--- src/rtl/mux2_arbiter.sv ---
// Two-channel round-robin arbiter sharing one Mux2 datapath, with a one-entry registered output.
// Define MUX2_ARB_LOCK_EN to hold the grant for a whole packet (until inX_last is accepted).

module Mux2 #(
  parameter int WIDTH = 8
) (
  input  logic [WIDTH-1:0] in1,
  input  logic [WIDTH-1:0] in2,
  input  logic             sel,
  output logic [WIDTH-1:0] out
);
  assign out = sel ? in2 : in1;
endmodule

module mux2_arbiter #(
  parameter int WIDTH = 8
) (
  input  logic             clk,
  input  logic             rst_n,
  input  logic             in1_valid,
  output logic             in1_ready,
  input  logic [WIDTH-1:0] in1_data,
  input  logic             in1_last,
  input  logic             in2_valid,
  output logic             in2_ready,
  input  logic [WIDTH-1:0] in2_data,
  input  logic             in2_last,
  output logic             out_valid,
  input  logic             out_ready,
  output logic [WIDTH-1:0] out_data,
  output logic             sel
);

  logic             grant_d, grant_q;
  logic             last_d, last_q;
  logic             out_valid_d, out_valid_q;
  logic [WIDTH-1:0] out_data_d, out_data_q;
  logic [WIDTH-1:0] mux_out;
  logic             take, acc1, acc2;

`ifdef MUX2_ARB_LOCK_EN
  typedef enum logic [1:0] {IDLE, LOCK1, LOCK2} state_e;
  state_e state_d, state_q;
`else
  logic unused_last;
  assign unused_last = in1_last ^ in2_last;
`endif

  Mux2 #(.WIDTH(WIDTH)) u_mux2 (
    .in1 (in1_data),
    .in2 (in2_data),
    .sel (grant_d),
    .out (mux_out)
  );

  // With no requester the previous grant is kept so sel does not toggle idly.
  always_comb begin
    grant_d = grant_q;
    if (in1_valid && !in2_valid)      grant_d = 1'b0;
    else if (!in1_valid && in2_valid) grant_d = 1'b1;
    else if (in1_valid && in2_valid)  grant_d = ~last_q;
`ifdef MUX2_ARB_LOCK_EN
    if (state_q == LOCK1)      grant_d = 1'b0;
    else if (state_q == LOCK2) grant_d = 1'b1;
`endif
  end

  assign take      = !out_valid_q || out_ready;
  assign in1_ready = !grant_d && take;
  assign in2_ready =  grant_d && take;
  assign acc1      = in1_valid && in1_ready;
  assign acc2      = in2_valid && in2_ready;

  always_comb begin
    out_data_d  = out_data_q;
    out_valid_d = out_valid_q;
    last_d      = last_q;
    if (acc1 || acc2) begin
      out_data_d  = mux_out;
      out_valid_d = 1'b1;
      last_d      = acc2;
    end else if (out_ready) begin
      out_valid_d = 1'b0;
    end
  end

`ifdef MUX2_ARB_LOCK_EN
  always_comb begin
    state_d = state_q;
    case (state_q)
      IDLE: begin
        if (acc1 && !in1_last)      state_d = LOCK1;
        else if (acc2 && !in2_last) state_d = LOCK2;
      end
      LOCK1:   if (acc1 && in1_last) state_d = IDLE;
      LOCK2:   if (acc2 && in2_last) state_d = IDLE;
      default: state_d = IDLE;
    endcase
  end

  always_ff @(posedge clk or negedge rst_n) begin
    if (!rst_n) state_q <= IDLE;
    else        state_q <= state_d;
  end
`endif

  always_ff @(posedge clk or negedge rst_n) begin
    if (!rst_n) begin
      grant_q     <= 1'b0;
      last_q      <= 1'b1;
      out_valid_q <= 1'b0;
      out_data_q  <= '0;
    end else begin
      grant_q     <= grant_d;
      last_q      <= last_d;
      out_valid_q <= out_valid_d;
      out_data_q  <= out_data_d;
    end
  end

  assign out_valid = out_valid_q;
  assign out_data  = out_data_q;
  assign sel       = grant_d;

endmodule

--- config.mk ---
export PLATFORM = sky130hd
export DESIGN_NAME = mux2_arbiter
export DESIGN_NICKNAME = d
export VERILOG_FILES = /design/src/rtl/mux2_arbiter.sv
export SDC_FILE = /design/constraint.sdc
export NUM_CORES = 1
export LEC_CHECK = 0
export ABC_AREA = 1
export CELL_PAD_IN_SITES_DETAIL_PLACEMENT = 1
export CELL_PAD_IN_SITES_GLOBAL_PLACEMENT = 1
export CORE_MARGIN = 4
export CORE_UTILIZATION = 27
export DETAILED_ROUTE_END_ITERATION = 10
export PLACE_DENSITY_LB_ADDON = 0.08
export RECOVER_POWER = 50
export SYNTH_ARGS = -nofsm -noshare
export SYNTH_HDL_FRONTEND = slang
export SYNTH_SLANG_ARGS = --single-unit
--- constraint.sdc ---
create_clock -name clk -period 3.3 [get_ports clk]
set_clock_uncertainty 0.05 [all_clocks]
set_input_delay 0.66 -clock clk [delete_from_list [all_inputs] [get_ports clk]]
set_output_delay 0.66 -clock clk [all_outputs]
set_load 0.05 [all_outputs]
==> metrics.yaml <==
drt:
  ant_nets: 0
  viasPerCell: 4.55
  drtPass1Iterations: 4
  wl_per_cell_um: 12.3
  drc: 0
  drt_iter0_markers: 5
  num_vias: 673
  wirelength_um: 1820
place:
  numPortBuffers: 32
  place.gp.congestion: 0.674
  numPlacedInstances: 144
  place.detailed.hpwl_um: 1500
sta:
  final_max_slew_viol_count: 0
  setup_tns_ps: 0
  fin_crit_sh: 0.914
  worst_pin_slew_ps: 716
  finalHoldViolations: 0
  fmaxAchievable_mhz: 332
  rsz0062_at_grt: "false"
  slew_headroom: 0.523
  period_minus_slack_ps: 3020
  finalSetupViolCount: 0
synth:
  ys_seq_elements: 11
  syn-cell-area_um2: 649
  ys_warn_count: 0
  syn_nets: 109
  yosysTopAreaCellShare: 0.385
  synth_cells: 86
  yosysTopAreaCell: "dfrtp_1"
  synth_area_leaders: "dfrtp_1, nand3_1, nand2_1"
  synth_area_per_cell_um2: 7.55
  synth.distinct_cells: 14
  yosysSeqAreaShare: 0.426
floorplanning:
  die_h_um: 57.0
  die_area_um2: 3250
  core-area_um2: 2250
  initial_utilization: 0.288
  io_pins: 35
  chipWidth_um: 57.0
  rows: 17
final_layout:
  drive_above_1_share: 0.0750
  fin_util: 0.457
  nets: 144
  antenna_cells: 0
  area_growth_pct: 58.8
  instances_no_fill: 148
cts:
  cts_root_buffer: "clkbuf_4"
  cts_resized: 0
  numCtsBuffers: 3
  ctsHoldBuffers: 0
  h-tree-depth: 1
  cts_buffer_depth: 2
  clk_pin_slew_worst_paths_ps: 70
  cts_sinks: 11
  cts_tree: "built"
  worstSkewPairLatency_ps: 260
  postCtsSetupBuffers: 0
global_routing:
  met1_usage: 0.145
  grt_use_met2: 0.222
  antenna_found_initial: 0
  first_global_vias: 718
  grt-busiest-layer: "met2"
  grt_usage: 0.126
  grt_start_max_net_pins: 12
  grtUsageMet3: 0.0520
  grt_overflow_total: 0
  grt_pass1_wl_um: 3210
flow_run:
  maxCapViolations: 0
status:
  status: "completed"
setup_path:
  crit_family: "buffers and inverters"
  crit_required_ps: 2590
  cp-end-kind: "primary output"
  cpPeakStageDelay_ps: 660
  worstPathMaxFanout: 10
  crit_slowest_cell: "dlygate4sd3_1"
  arrival_ps: 2310
  cp_num_buf_inv: 2
  crit_chain: "dlygate4sd3_1, o21ai_4, nand2_1, a21oi_1, buf_12"
  path_class: "in2out"
  start_kind: "input pin"
pwr:
  p_leak_uw: 0.000516
  powerDensity_nw_per_um2: 499
  ir_drop_v: 0.000388
min_path:
  hold_path.class: "reg2reg"
-- worst register-to-register path, cell delays in order, from the launching register on --
cell	delay, ps
dfstp_2	510
inv_1	40
nand2_1	80
clkbuf_1	340
nand2_1	290
nand3_1	140
nand3_1	110
nand2_1	90
-- area by class of cell --
| cell class | instances | area [um2] |
|---|---|---|
| Clock buffer | 4 | 26.3 |
| Fill cell | 296 | 1220 |
| Inverter | 19 | 71.3 |
| Multi-Input combinational cell | 53 | 268 |
| Sequential cell | 11 | 277 |
| Tap cell | 28 | 35.0 |
| Timing Repair Buffer | 33 | 354 |
-- cell usage after synthesis --
cell	count
nand3_1	25
nand2_1	21
or2_1	1
dfstp_2	1
o2bb2ai_2	1
a21boi_0	1
o21ai_4	1
inv_1	19
buf_2	1
o21ai_0	1
a2bb2oi_2	1
dfrtp_1	10
buf_6	2
a21oi_1	1
-- metrics by stage --
step                power, uW  setup WS (ps)  hold WS (ps)  instance area, um2
CTS                       527            315           442                1040
global route              555            196           472                1030
detailed placement        436            325           422                1010
global placement          434            365           415                1010
finish                    515            284           434                1030
floorplan                 329            317           314                 649
-- sequential cells by signal, indices dropped and copies added, names as in the netlist --
register	cells
grant_q	1
out_data	8
last_q	1
out_valid	1
-- power breakdown --
part           switching [uW]  leakage, uW  internal, uW
logic                     157     0.000373          95.5
registers                14.4     0.000127           161
clock network            40.6    0.0000150          46.6
total                     212     0.000516           303
-- cell usage in the layout (no fill, tap or decap), types with 2 or more instances in the layout --
cell type / n
clkdlybuf4s50_1: 27
nand3_1: 25
nand2_1: 21
inv_1: 19
dfrtp_1: 10
clkbuf_4: 3
buf_12: 3
clkbuf_1: 2
dlygate4sd3_1: 2
-- final timing paths --
path	start	end	slack, ps	depth (start not counted)
worst min register to register	out_data[0]$_DFFE_PN0P_	out_data[0]$_DFFE_PN0P_	430	2
worst max register to register	last_q$_DFFE_PN1P_	out_data[0]$_DFFE_PN0P_	1590	7
worst max-delay path	in2_valid	in1_ready	280	5
worst min-delay path	out_data[0]$_DFFE_PN0P_	out_data[0]$_DFFE_PN0P_	430	2
min in group asynchronous	rst_n	out_data[0]$_DFFE_PN0P_	750	1
max in group asynchronous	rst_n	last_q$_DFFE_PN1P_	2090	1
-- logic make-up after synthesis --
family,after synthesis,share of synthesized area
buffers and inverters,22,0.152
DFF,11,0.426
and+or+nand+nor,47,0.324
AOI/OAI and AO/OA,6,0.0982
-- metal layers --
metal	vias up	wire length [um]
met2	15	948
met3	2	86
met4	0	14
met1	319	769
li1	337	-
met5	-	0
No activity file was read; power rests on OpenSTA's default activity.
